### src/rtl/lr_pkg.sv
// Shared constants for the linear-regression datapaths.
// Covers the Q-format, the saturation limits and the requester indices.
package lr_pkg;

    localparam int DW   = 32;
    localparam int FRAC = 16;

    localparam logic [DW-1:0] SAT_MAX = {1'b0, {(DW-1){1'b1}}};
    localparam logic [DW-1:0] SAT_MIN = {1'b1, {(DW-1){1'b0}}};

    localparam int REQ_THETA0 = 0;
    localparam int REQ_THETA1 = 1;

endpackage

### src/rtl/mul_pipe.sv
// Signed fixed-point multiply, round and saturate over MUL_LAT register stages.
// A one-hot tag shift register runs in parallel with the datapath.
module mul_pipe
    import lr_pkg::*;
#(
    parameter int DW      = lr_pkg::DW,
    parameter int FRAC    = lr_pkg::FRAC,
    parameter int N_REQ   = 2,
    parameter int MUL_LAT = 3
) (
    input  logic             clk,
    input  logic             rst,
    input  logic             flush,
    input  logic             in_valid,
    input  logic [N_REQ-1:0] in_tag,
    input  logic [DW-1:0]    in_a,
    input  logic [DW-1:0]    in_b,
    output logic [N_REQ-1:0] out_tag,
    output logic [DW-1:0]    out_data,
    output logic             out_sat,
    output logic             busy
);

    localparam int PW = 2 * DW;
    localparam logic [PW-1:0]        RND = {{(PW-1){1'b0}}, 1'b1} << (FRAC - 1);
    localparam logic signed [PW-1:0] HI  = {{(DW+1){1'b0}}, {(DW-1){1'b1}}};
    localparam logic signed [PW-1:0] LO  = ~HI;

    // Round half up, drop FRAC bits, then clamp into the DW-bit signed range.
    function automatic logic [DW:0] round_sat(input logic [PW-1:0] p);
        logic signed [PW-1:0] s;
        s = $signed(p + RND) >>> FRAC;
        if (s > HI) begin
            round_sat = {1'b1, 1'b0, {(DW-1){1'b1}}};
        end else if (s < LO) begin
            round_sat = {1'b1, 1'b1, {(DW-1){1'b0}}};
        end else begin
            round_sat = {1'b0, s[DW-1:0]};
        end
    endfunction

    logic [PW-1:0]    prod_s;
    logic [N_REQ-1:0] tag_r [MUL_LAT];
    logic [DW:0]      res_r;

    // Sign-extended operands give the exact two's complement product in PW bits.
    assign prod_s = {{DW{in_a[DW-1]}}, in_a} * {{DW{in_b[DW-1]}}, in_b};

    // Tag shift register; flush and reset both drop every in-flight op.
    always_ff @(posedge clk or posedge rst) begin
        if (rst) begin
            for (int i = 0; i < MUL_LAT; i++) tag_r[i] <= '0;
        end else if (flush) begin
            for (int i = 0; i < MUL_LAT; i++) tag_r[i] <= '0;
        end else begin
            tag_r[0] <= in_valid ? in_tag : '0;
            for (int i = 1; i < MUL_LAT; i++) tag_r[i] <= tag_r[i-1];
        end
    end

    generate
        if (MUL_LAT == 1) begin : g_one
            // Single stage: multiply, round and saturate in one cycle.
            always_ff @(posedge clk or posedge rst) begin
                if (rst) res_r <= '0;
                else     res_r <= round_sat(prod_s);
            end
        end else begin : g_multi
            logic [PW-1:0] prod_r [MUL_LAT-1];
            // Product delay line; the output stage rounds and saturates.
            always_ff @(posedge clk or posedge rst) begin
                if (rst) begin
                    for (int i = 0; i < MUL_LAT - 1; i++) prod_r[i] <= '0;
                    res_r <= '0;
                end else begin
                    prod_r[0] <= prod_s;
                    for (int i = 1; i < MUL_LAT - 1; i++) prod_r[i] <= prod_r[i-1];
                    res_r <= round_sat(prod_r[MUL_LAT-2]);
                end
            end
        end
    endgenerate

    // Any live tag in any stage means work is in flight.
    always_comb begin
        busy = 1'b0;
        for (int i = 0; i < MUL_LAT; i++) busy = busy | (|tag_r[i]);
    end

    assign out_tag  = tag_r[MUL_LAT-1];
    assign out_data = res_r[DW-1:0];
    assign out_sat  = res_r[DW];

endmodule

### src/rtl/mul_share_arb.sv
// Round-robin arbiter that feeds requester operand pairs into one shared
// fixed-point multiplier pipeline and returns tagged results.
module mul_share_arb
    import lr_pkg::*;
#(
    parameter int DW      = lr_pkg::DW,
    parameter int FRAC    = lr_pkg::FRAC,
    parameter int N_REQ   = 2,
    parameter int MUL_LAT = 3
) (
    input  logic                clk,
    input  logic                rst,
    input  logic                flush,
    input  logic [N_REQ-1:0]    req_valid,
    input  logic [N_REQ*DW-1:0] req_a,
    input  logic [N_REQ*DW-1:0] req_b,
    output logic [N_REQ-1:0]    req_ready,
    output logic [N_REQ-1:0]    rsp_valid,
    output logic [DW-1:0]       rsp_data,
    output logic                rsp_sat,
    output logic                busy
);

    localparam int PW = (N_REQ > 1) ? $clog2(N_REQ) : 1;

    logic [PW-1:0]    ptr_r;
    logic [PW-1:0]    gidx_s;
    logic [PW:0]      idx_s;
    logic [N_REQ-1:0] grant_s;
    logic             xfer_s;
    logic [DW-1:0]    a_sel_s;
    logic [DW-1:0]    b_sel_s;

    // Scan from the largest offset down so the nearest valid requester wins.
    always_comb begin
        grant_s = '0;
        gidx_s  = '0;
        idx_s   = '0;
        for (int k = N_REQ - 1; k >= 0; k--) begin
            idx_s = {1'b0, ptr_r} + (PW+1)'(k);
            if (idx_s >= (PW+1)'(N_REQ)) begin
                idx_s = idx_s - (PW+1)'(N_REQ);
            end else begin
                idx_s = idx_s;
            end
            if (req_valid[idx_s[PW-1:0]]) begin
                grant_s                    = '0;
                grant_s[idx_s[PW-1:0]]     = 1'b1;
                gidx_s                     = idx_s[PW-1:0];
            end else begin
                grant_s = grant_s;
                gidx_s  = gidx_s;
            end
        end
    end

    assign req_ready = (rst | flush) ? '0 : grant_s;
    assign xfer_s    = |req_ready;
    assign a_sel_s   = req_a[int'(gidx_s)*DW +: DW];
    assign b_sel_s   = req_b[int'(gidx_s)*DW +: DW];

    // Priority pointer moves just past the requester that was served.
    always_ff @(posedge clk or posedge rst) begin
        if (rst) begin
            ptr_r <= '0;
        end else if (xfer_s) begin
            ptr_r <= (gidx_s == PW'(N_REQ - 1)) ? '0 : gidx_s + PW'(1);
        end else begin
            ptr_r <= ptr_r;
        end
    end

    mul_pipe #(
        .DW      (DW),
        .FRAC    (FRAC),
        .N_REQ   (N_REQ),
        .MUL_LAT (MUL_LAT)
    ) u_mul_pipe (
        .clk      (clk),
        .rst      (rst),
        .flush    (flush),
        .in_valid (xfer_s),
        .in_tag   (req_ready),
        .in_a     (a_sel_s),
        .in_b     (b_sel_s),
        .out_tag  (rsp_valid),
        .out_data (rsp_data),
        .out_sat  (rsp_sat),
        .busy     (busy)
    );

endmodule

### config.mk
export PLATFORM = sky130hd
export DESIGN_NAME = mul_share_arb
export DESIGN_NICKNAME = d
export VERILOG_FILES = /design/src/rtl/lr_pkg.sv /design/src/rtl/mul_pipe.sv /design/src/rtl/mul_share_arb.sv
export SDC_FILE = /design/constraint.sdc
export NUM_CORES = 2
export LEC_CHECK = 0
export BUFFER_PORTS_ARGS = -buffer_cell sky130_fd_sc_hd__buf_2
export CAP_MARGIN = 10
export CORE_AREA = 2 2 340 207
export CTS_CLUSTER_SIZE = 40
export DETAILED_ROUTE_END_ITERATION = 12
export DIE_AREA = 0 0 342 209
export PLACE_DENSITY_LB_ADDON = 0.2
export SETUP_SLACK_MARGIN = 0.5
export SYNTH_ARGS = -nofsm -noshare
export SYNTH_HDL_FRONTEND = slang
export SYNTH_SLANG_ARGS = --single-unit
### constraint.sdc
create_clock -name clk -period 11.4 [get_ports clk]
set_clock_uncertainty 0.2 [all_clocks]
set_input_delay 1.14 -clock clk [delete_from_list [all_inputs] [get_ports clk]]
set_output_delay 1.14 -clock clk [all_outputs]
set_load 0.05 [all_outputs]
### After elaboration in Yosys (flattened, before gate mapping)

Cells that the tools add are included.
Widths: inputs -> output; s select.

| word-level totals | value |
|---|---|
| flip-flop bits (word level) | 168 |
| output and inout port bits | 38 |
| word-level logic and storage cells | 52 |

| operators by class | value |
|---|---|
| add/sub/neg operators | 5 |
| $mul | 1 |
| order comparisons | 8 |
| shifts and indexed selects | 2 |
| multiplexer cells | 20 |
| bitwise logic cells | 3 |
| reduce and logical (&&, ||, !) cells | 6 |

Operators with widths:

| cell | count |
|---|---|
| $shiftx 64x7->32 | 2 |
| $mux 33 | 2 |
| $add 64x16->64 const B | 1 |
| $mul 32x32->64 | 1 |
| $gt 48x32->1 const B | 1 |
| $lt 48x32->1 const B | 1 |
| $mux 1 | 11 |
| $mux 2 | 4 |
| $reduce_or 2->1 | 4 |
| $mux 6 | 1 |
| $lt 1x2->1 const B | 2 |
| $or 1x1->1 | 3 |
| $add 1x1->2 const B | 1 |
| $demux 1 s1 | 2 |
| $ge 1x1->1 const B | 2 |
| $ge 1x2->1 const B | 1 |
| $ge 2x2->1 const B | 1 |
| $logic_and 1x1->1 | 2 |
| $sub 1x1->1 const B | 2 |
| $add 1x1->1 const B | 1 |

### Longest topological paths before layout

| logic depth | value |
|---|---|
| depth after elaboration | 13 |
| mapped depth | 33 |
| depth with buffers taken out | 30 |

### Hierarchy

Synthesis repeated with hierarchy kept, for this count alone.

| unflattened totals | value |
|---|---|
| cell total of the unflattened synthesis | 4,176 |
| area total of the unflattened synthesis | 41,383.4 um^2 |

By module, submodules not included:

| module | times used | cells each | area an instance (um^2) | sequential area each (um^2) |
|---|---|---|---|---|
| mul_pipe | 1 | 4,094 | 40,271.1 | 3,428.3 |
| mul_share_arb | 1 | 82 | 1,112.3 | 25.0 |

### Worst setup path after synthesis

No wires, ideal clock.

| timing | value |
|---|---|
| path kind | input -> register |
| start point | input port req_valid[0] |
| end point | register u_mul_pipe.g_multi.prod_r[126] in the netlist's numbering |
| arrival time | 9.584 ns |
| data required time | 11.084 ns |
| path slack | 1.501 ns |
| stages | 27 |
| buffers on the path | 4 |
| path through | nand2b_1 -> nand2_1 -> clkbuf_1 -> clkbuf_1 -> mux2i_1 -> clkbuf_1 -> nor2_1 -> ha_1 -> fa_1 -> fa_1 -> inv_1 -> fa_1 -> inv_1 -> fa_1 -> fa_1 -> inv_1 -> fa_1 -> inv_1 -> fa_1 -> ha_1 -> clkbuf_1 -> nand2_1 -> or3_1 -> or3_1 -> o21ai_1 -> nor2b_1 -> o311ai_0 |

| on the way | value |
|---|---|
| cells in the longest elaborated chain, start to end | 6 |
| elaborated cells on any way between the ends | 9 |
| classes of those cells | 1 x mul; 2 x shift; 6 x mux |

Ends and longest elaborated chain:

| element | line | RTL |
|---|---|---|
| start: declaration | mul_share_arb.sv:14 | `input logic [N_REQ-1:0] req_valid,` |
| $mux 1 (implied by the code) (2 in a row) | mul_share_arb.sv:46 | `if (req_valid[idx_s[PW-1:0]]) begin` |
| $mux 1 | mul_share_arb.sv:46 |  |
| $mux 1 * | mul_share_arb.sv:46 |  |
| $shiftx 64x7->32, on equally long branches | mul_share_arb.sv:59, mul_share_arb.sv:60 |  |
| $mul 32x32->64 * | mul_pipe.sv:47 | `assign prod_s = {{DW{in_a[DW-1]}}, in_a} * {{DW{in_b[DW-1]}}, in_b};` |
| named net u_mul_pipe.prod_s[62] | mul_pipe.sv:42 | `logic [PW-1:0] prod_s;` |
| end: declaration | mul_pipe.sv:69 | `logic [PW-1:0] prod_r [MUL_LAT-1];` |

Mark *: on every way through the listed nets, which the timed path passes. The rest lies on a longest branch. The select of a mux whose other input is x is not followed.
A chain may end at the register's enable or synchronous reset.

### Worst setup path after layout

| timing | value |
|---|---|
| start point | input port req_valid[0] |
| end point | register u_mul_pipe.g_multi.prod_r[121] in the netlist's numbering |

Same word-level chain as after synthesis.

==> run_results.csv <==
group,metric,value,unit
status,status,"finished, final reports clean",
floorplanning,die_y,209,um
global_routing,grt_pass1_wl,192,mm
floorplanning,ios,171,
synth,synthesis.area,40700,um2
synth,ys_seq_area_frac,0.0849,
floorplanning,core_area,68900,um2
setup_path,cp.arrival,10.37,ns
synth,ys.flop_type,"dfrtp_1",
finish,drive_above_1_share,0.100,
global_routing,first_global_vias,32100,
placement,port_buffers,170,
worst_hold_path,min_path_type,"reg -> reg",
global_routing,grt_usage,0.364,
setup_path,cpMostUsedCell,"fa_1",
finish,fillers,5751,
global_routing,overflow,0,
sta,setup_viol,0,
setup_path,cp-end-kind,"flop",
synth,ys_types,65,
finish,ff_latch_area,3450,um2
synth,synthCells,4288,
placement,pre_cts_slack,0.990,ns
job,max-cap-violations,0,
clocking,cts.clk_slew.worst_paths,0.06,ns
setup_path,critical_path_peak_fanout,17,
setup_path,crit_required,11.54,ns
placement,hpwl,102,mm
sta,worst_pin_slew,1.13,ns
floorplanning,rows,75,
clocking,cts.sinks,138,
setup_path,worst-setup-path-type,"in -> reg",
floorplanning,start_util,0.590,
clocking,cts_made_buffers,17,
clocking,cts_tree,"done",
sta,fin_setup_tns,0,ns
route,avgRoutedWirePerCell,23.2,um
synth,ys_ff_latch,138,
sta,max_slew_margin,0.234,
finish,final_nets,5793,
setup_path,crit_slowest_cell,"mux2i_1",
route,drt-total-wl,124,mm
clocking,h-tree-depth,4,
global_routing,antenna_found_initial,4,
clocking,holdBufCountCts,0,
sta,period_minus_slack,10.23,ns
synth,syn_area_per_cell,9.48,um2
route,drt_first_pass_iters,6,
clocking,insertion_delay,0.43,ns
sta,min_period_over_period,0.897,
sta,max_freq,0.0977,GHz
synth,syn_nets,5683,
setup_path,critPathLaunchType,"input port",
route,vias,30800,
setup_path,path_buf_inv,6,
placement,gp_routability_congestion,1.00,
sta,finalHoldViolCount,0,
synth,yosys_warnings,0,
clocking,cts_buffer_depth,2,
floorplanning,die-area,71500,um2
finish,synthToLayoutAreaGrowth,7.38,%
synth,synth-edff-count,0,
floorplanning,fp.dieW,342,um
clocking,postCtsResizedCells,0,
synth,ys_async_sr_fraction,1.00,
sta,worst_slack,1.17,ns
finish,multi_input_area,33100,um2
setup_path,crit_family,"adder cells",
route,ant_nets,0,
clocking,cts_setup_buffers,0,
setup_path,crit_path_max_incr_delay,0.74,ns
route,drcViolationCount,0,
sta,rsz0062_at_grt,"no",
sta,maxSlewViolCount,0,
route,dr.first_iter.drc_count,3133,
clocking,root_buffer,"clkbuf_16",
global_routing,grt_max_degree,78,
route,vias_per_cell,5.76,
[synth_stat cells, types with 3 or more instances]
library cell / n / area share
fa_1: 1081 / 0.53
nor2b_1: 16 / 0.0025
nand2_1: 517 / 0.048
nor4_1: 5 / 0.00077
mux2i_1: 61 / 0.015
and4_1: 6 / 0.0013
o211ai_1: 4 / 0.00074
or2_2: 11 / 0.0017
a31oi_1: 13 / 0.0020
o21ai_0: 39 / 0.0048
nand4_1: 25 / 0.0038
a311oi_1: 3 / 0.00065
clkbuf_1: 170 / 0.016
xnor2_1: 58 / 0.012
and2_1: 8 / 0.0012
o21ai_2: 9 / 0.0019
mux2_2: 57 / 0.016
inv_1: 951 / 0.088
a211oi_1: 8 / 0.0015
nand3_1: 31 / 0.0038
dfrtp_1: 138 / 0.085
nand2b_1: 18 / 0.0028
o21ai_1: 26 / 0.0032
nand3b_1: 3 / 0.00055
o21a_1: 5 / 0.00092
a21o_1: 44 / 0.0081
and3_1: 14 / 0.0022
nor2_1: 583 / 0.054
nor3_1: 20 / 0.0025
buf_6: 4 / 0.0011
buf_1: 11 / 0.0010
xor2_1: 46 / 0.0099
or3_1: 4 / 0.00062
a31o_2: 5 / 0.0011
ha_1: 181 / 0.056
o21bai_1: 10 / 0.0018
a21oi_1: 65 / 0.0080
[routing by layer]
layer  share of wire  track usage  vias to the layer above
li1                -            -                    12800
met1            0.39        0.527                    15800
met2            0.42        0.512                     1895
met3            0.15        0.133                      301
met4           0.040        0.121                        8
met5         0.00048            0                        -
[worst reg2reg max path: stages (launching register included)]
cell      delay (ns)
dfrtp_1         0.42
nand2b_1        0.22
nand2_4         0.42
buf_4           0.34
mux2i_1         0.74
buf_4           0.36
nor2_1          0.10
fa_1            0.53
inv_1           0.05
fa_1            0.48
fa_1            0.52
fa_1            0.54
inv_1           0.06
fa_1            0.55
fa_1            0.42
fa_1            0.50
fa_1            0.42
ha_1            0.43
a21oi_1         0.30
inv_1           0.07
a211oi_1        0.22
o21ai_0         0.15
a311oi_1        0.28
o21ai_1         0.23
a21oi_1         0.57
o21ai_1         0.23
a221oi_1        0.36
xnor2_1         0.16
[layout make-up]
cell class	instances	share of cell area
multi-input combinational	3009	0.758
inverter	952	0.0820
sequential	138	0.0791
timing repair buffer	280	0.0390
tap	924	0.0265
clock buffer	20	0.0107
clock inverter	12	0.00424
antenna	2	0.000115
[stage by stage]
step / utilization / area, um2 / hold slack [ns] / instances
floorplan: - / 40700 / 0.131 / 4288
global placement: 0.624 / 43000 / 0.132 / 5303
detailed placement: 0.624 / 43000 / 0.135 / 5303
CTS: 0.634 / 43700 / 0.147 / 5335
global route: 0.634 / 43700 / 0.147 / 5335
finish: 0.634 / 43700 / 0.147 / 5337
[worst paths after layout]
check	start	endpoint	slack, ns	cells past startpoint
max in group asynchronous	rst	u_mul_pipe.g_multi.prod_r[118]$_DFF_PP0_	9.07	3
setup / recovery	req_valid[0]	u_mul_pipe.g_multi.prod_r[121]$_DFF_PP0_	1.17	28
hold / removal	u_mul_pipe.g_multi.prod_r[87]$_DFF_PP0_	u_mul_pipe.g_multi.prod_r[23]$_DFF_PP0_	0.15	0
setup reg to reg	ptr_r$_DFFE_PP0P_	u_mul_pipe.g_multi.prod_r[121]$_DFF_PP0_	1.46	27
hold reg to reg	u_mul_pipe.g_multi.prod_r[87]$_DFF_PP0_	u_mul_pipe.g_multi.prod_r[23]$_DFF_PP0_	0.15	0
min in group asynchronous	rst	u_mul_pipe.res_r[9]$_DFF_PP0_	0.61	2
[placed cells by master, fill, tap and decap left out, types with 5 or more instances in the layout]
master / netlist / final
nor3_1: 20 / 20
inv_1: 951 / 950
nor4_1: 5 / 5
nand3_1: 31 / 31
xnor2_1: 58 / 58
mux2i_2: 0 / 26
a21o_1: 44 / 44
buf_4: 2 / 108
fa_1: 1081 / 1081
clkbuf_16: 0 / 17
a21oi_1: 65 / 65
mux2_2: 57 / 57
mux2i_4: 0 / 9
and4_1: 6 / 6
nor2_1: 583 / 583
nor2b_1: 16 / 16
mux2i_1: 61 / 26
a211oi_1: 8 / 8
o21ai_0: 39 / 39
a31o_2: 5 / 5
or2_2: 11 / 11
nand4_1: 25 / 25
nand2b_1: 18 / 18
ha_1: 181 / 181
and3_1: 14 / 14
o21ai_1: 26 / 26
and2_1: 8 / 8
buf_2: 2 / 170
xor2_1: 46 / 46
o21ai_2: 9 / 9
o21a_1: 5 / 5
dfrtp_1: 138 / 138
nand2_1: 517 / 516
o21bai_1: 10 / 10
a31oi_1: 13 / 12
[flip-flops by register name, summed over array words and instances (netlist names)]
name                       count
u_mul_pipe.out_tag             2
u_mul_pipe.g_multi.prod_r     98
u_mul_pipe.tag_r               4
ptr_r                          1
u_mul_pipe.res_r              33
[kinds of logic after synthesis]
group                    synth area share
buffers and inverters               0.106
XOR/XNOR                           0.0224
adder cells (fa/ha/maj)             0.588
AO/OA/AOI/OAI                      0.0392
multiplexers                       0.0308
flip-flops                         0.0849
AND/OR/NAND/NOR                     0.128
Power is not shown: default switching activity piles up to over one toggle a cycle in this logic, so the estimate is an artifact.
